### src/rtl/mem_arbiter.sv
// mem_arbiter: lets the VeriRISC CPU (port A) and the loader/debug port (port B)
// share one single-port synchronous memory.
// Each granted request runs a fixed 3-cycle transaction: IDLE (arbitrate and
// capture), ACCESS (memory strobe), RESP (ack and read data back to the owner).
// When both ports request in the same IDLE cycle, the port that did not own the
// previous transaction wins.
//
// Ports:
//   clk                    clock, rising edge
//   reset                  asynchronous, active-low reset
//   i_req_a / i_req_b      request, held by the requester until it sees ack
//   i_we_a / i_we_b        1 = write, 0 = read
//   i_addr_a / i_addr_b    memory address
//   i_wdata_a / i_wdata_b  write data
//   o_ack_a / o_ack_b      one-cycle transaction-complete pulse (RESP)
//   o_rdata_a / o_rdata_b  read data, valid while the matching ack is 1
//   o_stall_a              i_req_a & ~o_ack_a, used as the CPU clock-enable
//   o_busy                 transaction in progress (state is not IDLE)
//   o_mem_en / o_mem_wr    memory access and write strobes
//   o_mem_addr             memory address
//   o_mem_wdata            memory write data
//   i_mem_rdata            memory read data, valid the cycle after a read strobe
module mem_arbiter #(
  parameter int ADDR_W = 5,
  parameter int DATA_W = 8
) (
  input  logic              clk,
  input  logic              reset,
  input  logic              i_req_a,
  input  logic              i_we_a,
  input  logic [ADDR_W-1:0] i_addr_a,
  input  logic [DATA_W-1:0] i_wdata_a,
  output logic              o_ack_a,
  output logic [DATA_W-1:0] o_rdata_a,
  input  logic              i_req_b,
  input  logic              i_we_b,
  input  logic [ADDR_W-1:0] i_addr_b,
  input  logic [DATA_W-1:0] i_wdata_b,
  output logic              o_ack_b,
  output logic [DATA_W-1:0] o_rdata_b,
  output logic              o_stall_a,
  output logic              o_busy,
  output logic              o_mem_en,
  output logic              o_mem_wr,
  output logic [ADDR_W-1:0] o_mem_addr,
  output logic [DATA_W-1:0] o_mem_wdata,
  input  logic [DATA_W-1:0] i_mem_rdata
);

  typedef enum logic [1:0] {
    IDLE   = 2'd0,
    ACCESS = 2'd1,
    RESP   = 2'd2
  } state_t;

  localparam logic OWNER_A = 1'b0;
  localparam logic OWNER_B = 1'b1;

  state_t              r_state;
  state_t              w_next_state;

  logic                r_owner;
  logic                r_last_owner;
  logic                r_we;
  logic [ADDR_W-1:0]   r_addr;
  logic [DATA_W-1:0]   r_wdata;

  logic                w_any_req;
  logic                w_grant_b;

  assign w_any_req = i_req_a | i_req_b;

  // B wins when it is alone, or when both request and A owned the last
  // transaction. Every other requesting case goes to A.
  assign w_grant_b = i_req_b & (~i_req_a | (r_last_owner == OWNER_A));

  always_ff @(posedge clk or negedge reset) begin
    if (!reset) begin
      r_state <= IDLE;
    end else begin
      r_state <= w_next_state;
    end
  end

  // The owner and request fields are captured only on the grant edge. Input
  // changes after that edge do not affect the transaction in flight.
  // last_owner resets to B so that A wins the first tie.
  always_ff @(posedge clk or negedge reset) begin
    if (!reset) begin
      r_owner      <= OWNER_A;
      r_last_owner <= OWNER_B;
      r_we         <= 1'b0;
      r_addr       <= '0;
      r_wdata      <= '0;
    end else if ((r_state == IDLE) && w_any_req) begin
      r_owner      <= w_grant_b;
      r_last_owner <= w_grant_b;
      if (w_grant_b) begin
        r_we    <= i_we_b;
        r_addr  <= i_addr_b;
        r_wdata <= i_wdata_b;
      end else begin
        r_we    <= i_we_a;
        r_addr  <= i_addr_a;
        r_wdata <= i_wdata_a;
      end
    end
  end

  // Read data goes straight from the memory to the owner during RESP. The
  // memory presents it the cycle after the ACCESS strobe, so no holding
  // register is needed.
  always_comb begin
    w_next_state = r_state;
    o_ack_a      = 1'b0;
    o_ack_b      = 1'b0;
    o_rdata_a    = '0;
    o_rdata_b    = '0;
    o_mem_en     = 1'b0;
    o_mem_wr     = 1'b0;
    o_mem_addr   = '0;
    o_mem_wdata  = '0;

    case (r_state)
      IDLE: begin
        if (w_any_req) begin
          w_next_state = ACCESS;
        end
      end
      ACCESS: begin
        o_mem_en     = 1'b1;
        o_mem_wr     = r_we;
        o_mem_addr   = r_addr;
        o_mem_wdata  = r_wdata;
        w_next_state = RESP;
      end
      RESP: begin
        if (r_owner == OWNER_B) begin
          o_ack_b = 1'b1;
          if (!r_we) begin
            o_rdata_b = i_mem_rdata;
          end
        end else begin
          o_ack_a = 1'b1;
          if (!r_we) begin
            o_rdata_a = i_mem_rdata;
          end
        end
        w_next_state = IDLE;
      end
      default: begin
        w_next_state = IDLE;
      end
    endcase
  end

  assign o_busy    = (r_state != IDLE);
  assign o_stall_a = i_req_a & ~o_ack_a;

endmodule

### config.mk
export PLATFORM = sky130hd
export DESIGN_NAME = mem_arbiter
export DESIGN_NICKNAME = d
export VERILOG_FILES = /design/src/rtl/mem_arbiter.sv
export SDC_FILE = /design/constraint.sdc
export NUM_CORES = 1
export LEC_CHECK = 0
export CAP_MARGIN = 30
export CORE_MARGIN = 3
export CORE_UTILIZATION = 33
export DETAILED_ROUTE_END_ITERATION = 16
export PLACE_DENSITY = 0.84
export SLEW_MARGIN = 25
export SYNTH_ARGS = -nofsm -noshare
export SYNTH_HDL_FRONTEND = slang
export SYNTH_SLANG_ARGS = --single-unit
export TNS_END_PERCENT = 1
### constraint.sdc
create_clock -name clk -period 1.6 [get_ports clk]
set_clock_uncertainty 0.2 [all_clocks]
set_input_delay 0.24 -clock clk [delete_from_list [all_inputs] [get_ports clk]]
set_output_delay 0.24 -clock clk [all_outputs]
set_load 0.02 [all_outputs]
==> results.md, run 1 <==
* Status: finished with violations
* Failing checks: negative setup slack
* Dpl ws at -577 ps
* Ys async rst share at 1.00
* Core Footprint at 0.00339 mm²
* Setup TNS at -9950 ps
* Synth Register Bits at 18
* CTS Buf Count at 3
* Final Util at 0.656
* Syn. warnings at 0
* Clock Root Buffer: clkbuf_4
* Worst-path cell chain: or3b_4 -> and2_4 -> buf_6
* Max-cap violations at 0
* Total gr overflow at 0
* Fillers at 254
* Shortest period the worst path allows at about 1900 ps
* Synth area leaders: dfrtp_1 36%, mux2_4 20%, mux2_2 11%, and2_1 8.0%, nor2_1 5.4%
* Crit path required time at between 1000 and 1500 ps
* Final Hold Viols at 0
* Area delta synth->final at 88.5%
* Horiz. Die Dim at 65.8 µm
* Antenna Nets Post-Route at 0
* Worst slew pin tran at 274 ps
* Vias per inst at roughly 4.7
* Final Worst Setup Slack at -266 ps
* Worst Path Arrival at roughly 1400 ps
* Synth Cell Area at around 0.0012 mm²
* DP Area at slightly above 0.002 mm²
* Post-synth EDFFs at 0
* Tot Pwr at 3.42 mW
* Non-Filler Instances at ~240
* Worst skew pair latency at 280 ps
* Detailed Routing Iterations Pass 1 at 3
* Setup Viol. Count Final at 49
* Drt drc at 0
* IO Port Bufs at between 70 and 80
* Fin. max-slew vios at 0
* CP startpoint kind: flip-flop
* Mapped Cells at around 110
* Top_reg_cell synth: dfrtp_1
* Worst-path clk slew at around 100 ps
* # H-tree levels at 1
* Kind of critical path: reg -> out
* R2R cell count at 5
* Yosys top cell area share at 0.361
* PwrDens at around 1500 mW/mm²
* Commonest non-fill, non-tap cells in the layout: 39 x clkdlybuf4s50_1, 31 x buf_6, 24 x mux2_4
* Share of cells above drive strength 1 at 0.563
* Die height at ~66 µm
* Detail Placement HPWL at about 2.7 mm
* Diode count at 0
* Rows at 21
* Routed wire length at 3.79 mm
* Via count of the first global-routing pass at 1226
* Worst path max stage delay at 450 ps
* Drt initial violations at 27
* Hold crit path type: in -> async
* Kind of end point of the critical path: output pin
* Seq/Total Area, Yosys at 0.383
* Post-synthesis net count at ~150
* Initial antenna violation count at 0
* WHS at 93.8 ps
* # IOs at 75
* Final worst-path cycle share at 1.17
* Syn_area_per_cell at between 10 and 15 µm²
* Multi-input gate area at slightly below 800 µm²
* Slew HR at 0.817
* FF+latch area at approximately 450 µm²
* Slowest CP cell: or3b_4
* Clk buf depth at 2
* First-pass GRT wire length at a little under 6 mm
* RSZ-0062 raised after global routing: true
* WL/cell at 15.9 µm
* GRT Total Usage at 0.176
* Cells after DPL at 231
* Leading cell type in the layout, fill and taps excluded: clkdlybuf4s50_1
* Synth cell types at 21
* Worst VDD drop at 0.000570 V
* Die area at ~0.0043 mm²
* Total number of vias at 1115
* Routability cong. at a little under 0.7
* CTS tree: yes
* Largest net degree at the start of global routing at 19
* Top achievable clock speed at 536 MHz
* Starting Density at 0.348
* Nets at about 230
* Lkg Pwr at ~1.0 nW
* Fin area at around 0.0022 mm²
* Dominant cell type by area after synthesis: dfrtp_1
* TritonCTS Sinks at 18
* Crit Path Max Fanout at 5
-- cells in the mapped netlist (2+ instances only) --
cell type   n
nand2b_1    8
mux2_4     16
mux2_2     11
o21ai_0     2
nor2_1     17
and2_1     15
inv_1       2
nor2b_1     2
buf_6       2
o31ai_1     2
dfrtp_1    17
clkbuf_1    2
-- worst max-delay path, delay by kind of cell, from the launching register on --
kind,cells,cell delay [ps]
simple gates,2,610
buf+inv,1,120
flops,1,410
-- layer usage --
metal	vias to the layer above	global-route usage	routed length, µm
met5	-	0	0
met4	0	0.0751	70
met3	6	0.0444	371
met2	50	0.337	2030
met1	535	0.177	1320
li1	524	-	-
-- final timing paths --
path,start,end,slack [ps]
worst max register to register,r_state[0],r_wdata[5],-190
worst max-delay path,r_owner,o_stall_a,-270
worst min-delay path,reset,r_wdata[7],90
worst min register to register,r_addr[4],r_addr[4],300
min in group clk,r_addr[4],r_addr[4],300
max in group asynchronous,reset,r_last_owner,840
-- sequential cells by signal (all words and copies together) (netlist names) --
register / count
r_state: 2
r_wdata: 8
r_addr: 5
r_last_owner: 1
r_owner: 1
r_we: 1
-- area by class of cell --
class | instances | share of cell area
Multi-Input combinational cell | 80 | 0.352
Tap cell | 46 | 0.0259
Clock buffer | 4 | 0.0118
Sequential cell | 18 | 0.203
Inverter | 2 | 0.00338
Timing Repair Buffer | 88 | 0.404
-- power breakdown --
part	switching, mW	internal [mW]
combinational	0.987	1.36
clock	0.133	0.0968
sequential	0.157	0.693
-- cell families after synthesis --
family                 after synthesis  share of synthesized area
muxes                               28                      0.318
AOI/OAI and AO/OA                    5                     0.0297
DFF                                 18                      0.383
buffers and inverters                8                     0.0531
and+or+nand+nor                     46                      0.216
-- repair_timing --
item                                    in CTS  in global routing
pin swaps                                    8                  2
setup buffers                                1                  0
hold buffers                                 0                  0
endpoints found under the setup margin      50                 51
gates cloned                                 2                  0
resized for setup                          213                 25
No activity file was read; power rests on OpenSTA's default activity.
==> run 2, diff against run 1 <==
--- a/config.mk
+++ b/config.mk
@@ -9,7 +9,8 @@
 export CORE_MARGIN = 3
 export CORE_UTILIZATION = 33
 export DETAILED_ROUTE_END_ITERATION = 16
-export PLACE_DENSITY = 0.84
+export GPL_TIMING_DRIVEN = 0
+export PLACE_DENSITY = 0.8
 export SLEW_MARGIN = 25
 export SYNTH_ARGS = -nofsm -noshare
 export SYNTH_HDL_FRONTEND = slang
==> results.md, run 2 (same netlist as run 1, synthesis figures left out) <==
* Vias per inst at 4.56 (was 4.68)
* RSZ-0062 raised after global routing: true (unchanged)
* Drt drc at 0 (unchanged)
* Part of the power in registers at 0.260 (was 0.248)
* Clock Root Buffer: clkbuf_4 (unchanged)
* Core Footprint at 0.00339 mm² (unchanged)
* Total number of vias at 1066 (was 1115)
* # IOs at 75 (unchanged)
* Final worst-path cycle share at 1.19 (was 1.17)
* Fillers at 256 (was 254)
* Crit path depth at 3 (unchanged)
* Share of cells above drive strength 1 at 0.574 (was 0.563)
* Diode count at 0 (unchanged)
* # H-tree levels at 1 (unchanged)
* CP bufs+invs at 1 (unchanged)
* Status: finished with violations (unchanged)
* Via count of the first global-routing pass at 1050 (was 1226)
* Worst skew pair latency at 290 ps (was 280 ps)
* Largest net degree at the start of global routing at 19 (unchanged)
* Worst VDD drop at 0.000623 V (was 0.000570 V)
* Reg2reg setup slack at -230 ps (was -190 ps)
* TritonCTS Sinks at 18 (unchanged)
* Setup TNS at -8750 ps (was -9950 ps)
* Lkg Pwr at 1.01 nW (was 1.03 nW)
* Leading cell type in the layout, fill and taps excluded: clkdlybuf4s50_1 (unchanged)
* Drt initial violations at 17 (was 27)
* CP startpoint kind: flip-flop (unchanged)
* Antenna Nets Post-Route at 0 (unchanged)
* Rows at 21 (unchanged)
* Setup Viol. Count Final at 49 (unchanged)
* Slew HR at 0.473 (was 0.817)
* Fin. max-slew vios at 0 (unchanged)
* Die height at 65.8 µm (unchanged)
* Largest register by flop count: r_wdata (unchanged)
* Final Hold Viols at 0 (unchanged)
* Worst slew pin tran at 788 ps (was 274 ps)
* Largest register FFs at 8 (unchanged)
* Crit Path Max Fanout at 6 (was 5)
* Slowest CP cell: or3b_4 (unchanged)
* Sw Ratio at 0.367 (was 0.373)
* Shortest period the worst path allows at 1900 ps (was 1870 ps)
* Worst-path clk slew at 110 ps (was 100 ps)
* Reg-to-reg endpoint: r_addr[4] (was r_wdata[5])
* Routability cong. at 0.696 (unchanged)
* CTS Buf Count at 3 (unchanged)
* Top achievable clock speed at 527 MHz (was 536 MHz)
* Max-cap violations at 0 (unchanged)
* First-pass GRT wire length at 5.09 mm (was 5.80 mm)
* Nets at 229 (was 233)
* Detail Placement HPWL at 2.56 mm (was 2.74 mm)
* Detailed Routing Iterations Pass 1 at 3 (unchanged)
* Worst path max stage delay at 450 ps (about the same)
* Top flop regs: r_wdata: 8 flops, r_addr: 5 flops, r_state: 2 flops (unchanged)
* Area delta synth->final at 85.1% (was 88.5%)
* Top Family by Delay on Critical Path: simple AND/OR/NAND/NOR gates (unchanged)
* CTS tree: yes (unchanged)
* Tot Pwr at 3.33 mW (was 3.42 mW)
* Worst Path Arrival at 1460 ps (was 1430 ps)
* Sw power at 1.22 mW (was 1.28 mW)
* Failing checks: negative setup slack (unchanged)
* Hold crit path type: in -> async (unchanged)
* Routed wire length at 3.40 mm (was 3.79 mm)
* Internal at 2.11 mW (was 2.15 mW)
* Kind of end point of the critical path: output pin (unchanged)
* Worst Setup SP: r_state[1] (was r_owner)
* Clock share of power at 0.084 (was 0.067)
* Initial antenna violation count at 0 (unchanged)
* Kind of critical path: reg -> out (unchanged)
* Total gr overflow at 0 (unchanged)
* Worst r2r src: r_state[0] (unchanged)
* GRT Total Usage at 0.152 (was 0.176)
* Comb power frac at 0.656 (was 0.684)
* IO Port Bufs at 74 (unchanged)
* Post-cts hold buffer count at 0 (unchanged)
* R2R cell count at 5 (unchanged)
* Crit path required time at 1160 ps (about the same)
* Die area at 0.00432 mm² (unchanged)
* Final Worst Setup Slack at -298 ps (was -266 ps)
* Starting Density at 0.348 (unchanged)
* Clk buf depth at 2 (unchanged)
* Worst-path cell chain: or3b_4 -> and2_4 -> buf_6 (unchanged)
* Commonest non-fill, non-tap cells in the layout: 39 x clkdlybuf4s50_1, 29 x buf_6, 21 x mux2_4 (was 39 x clkdlybuf4s50_1, 31 x buf_6, 24 x mux2_4)
* Horiz. Die Dim at 65.8 µm (unchanged)
* Worst Setup EP: o_stall_a (unchanged)
* WL/cell at 14.5 µm (was 15.9 µm)
* PwrDens at 1530 mW/mm² (was 1540 mW/mm²)
-- run 2: cell count changes in the layout (fill, tap and decap cells not counted), moves of 3 or more --
cell / before / now
buf_4: 15 / 11
nor2_2: 10 / 14
mux2_2: 3 / 6
mux2_4: 24 / 21
nor2_1: 6 / 3
-- run 2: worst min path at each step --
stage	slack, ps	startpoint	endpoint
3_3_place_gp	260	r_addr[4]	r_addr[4]
2_1_floorplan	-260	reset	r_addr[0]
3_5_place_dp	270	r_addr[4]	r_addr[4]
6_report	200	reset	r_wdata[4]
5_1_grt	260	reset	r_addr[4]
4_1_cts	230	reset	r_addr[4]
-- run 2: power by group through the flow --
stage               Clock [mW]  Combinational, mW  Sequential [mW]
floorplan                    0               1.22            0.790
global placement             0               1.85            0.829
detailed placement           0               1.89            0.840
CTS                      0.289               2.10            0.857
global route             0.310               2.31            0.903
finish                   0.280               2.18            0.866
-- run 2: per-stage QoR --
| step | instance area (µm²) | instances | hold WS [ps] | setup WS, ps | util |
|---|---|---|---|---|---|
| 2_1_floorplan | 1210 | 105 | -256 | -121 | - |
| 5_1_grt | 2180 | 234 | 257 | -360 | 0.644 |
| 3_5_place_dp | 2010 | 225 | 268 | -685 | 0.592 |
| 6_report | 2180 | 234 | 199 | -298 | 0.644 |
| 3_3_place_gp | 2010 | 225 | 263 | -653 | 0.592 |
| 4_1_cts | 2110 | 234 | 227 | -299 | 0.623 |
-- run 2: layout make-up --
class	instances	area (µm²)	area share
inverters	2	7.51	0.00344
multi-input cells	80	767	0.351
plain buffers	5	72.6	0.0333
well taps	46	57.6	0.0264
flip-flops and latches	18	454	0.208
repair buffers	79	787	0.361
clock buffers	4	36.3	0.0166
-- run 2: layer usage --
layer | vias to the layer above | wire (µm) | share of wire | GRT usage
met3 | 0 | 304 | 0.089 | 0.0376
met2 | 48 | 1770 | 0.52 | 0.282
met1 | 501 | 1320 | 0.39 | 0.170
met5 | - | 0 | 0 | 0
li1 | 517 | - | - | -
met4 | 0 | 0 | 0 | 0.0389
-- run 2: repair_timing --
action / in CTS / in global routing
pin swaps: 9 / 4
setup buffers: 5 / 0
endpoints found under the setup margin: 49 / 49
cloned: 1 / 0
gates resized for setup: 210 / 24
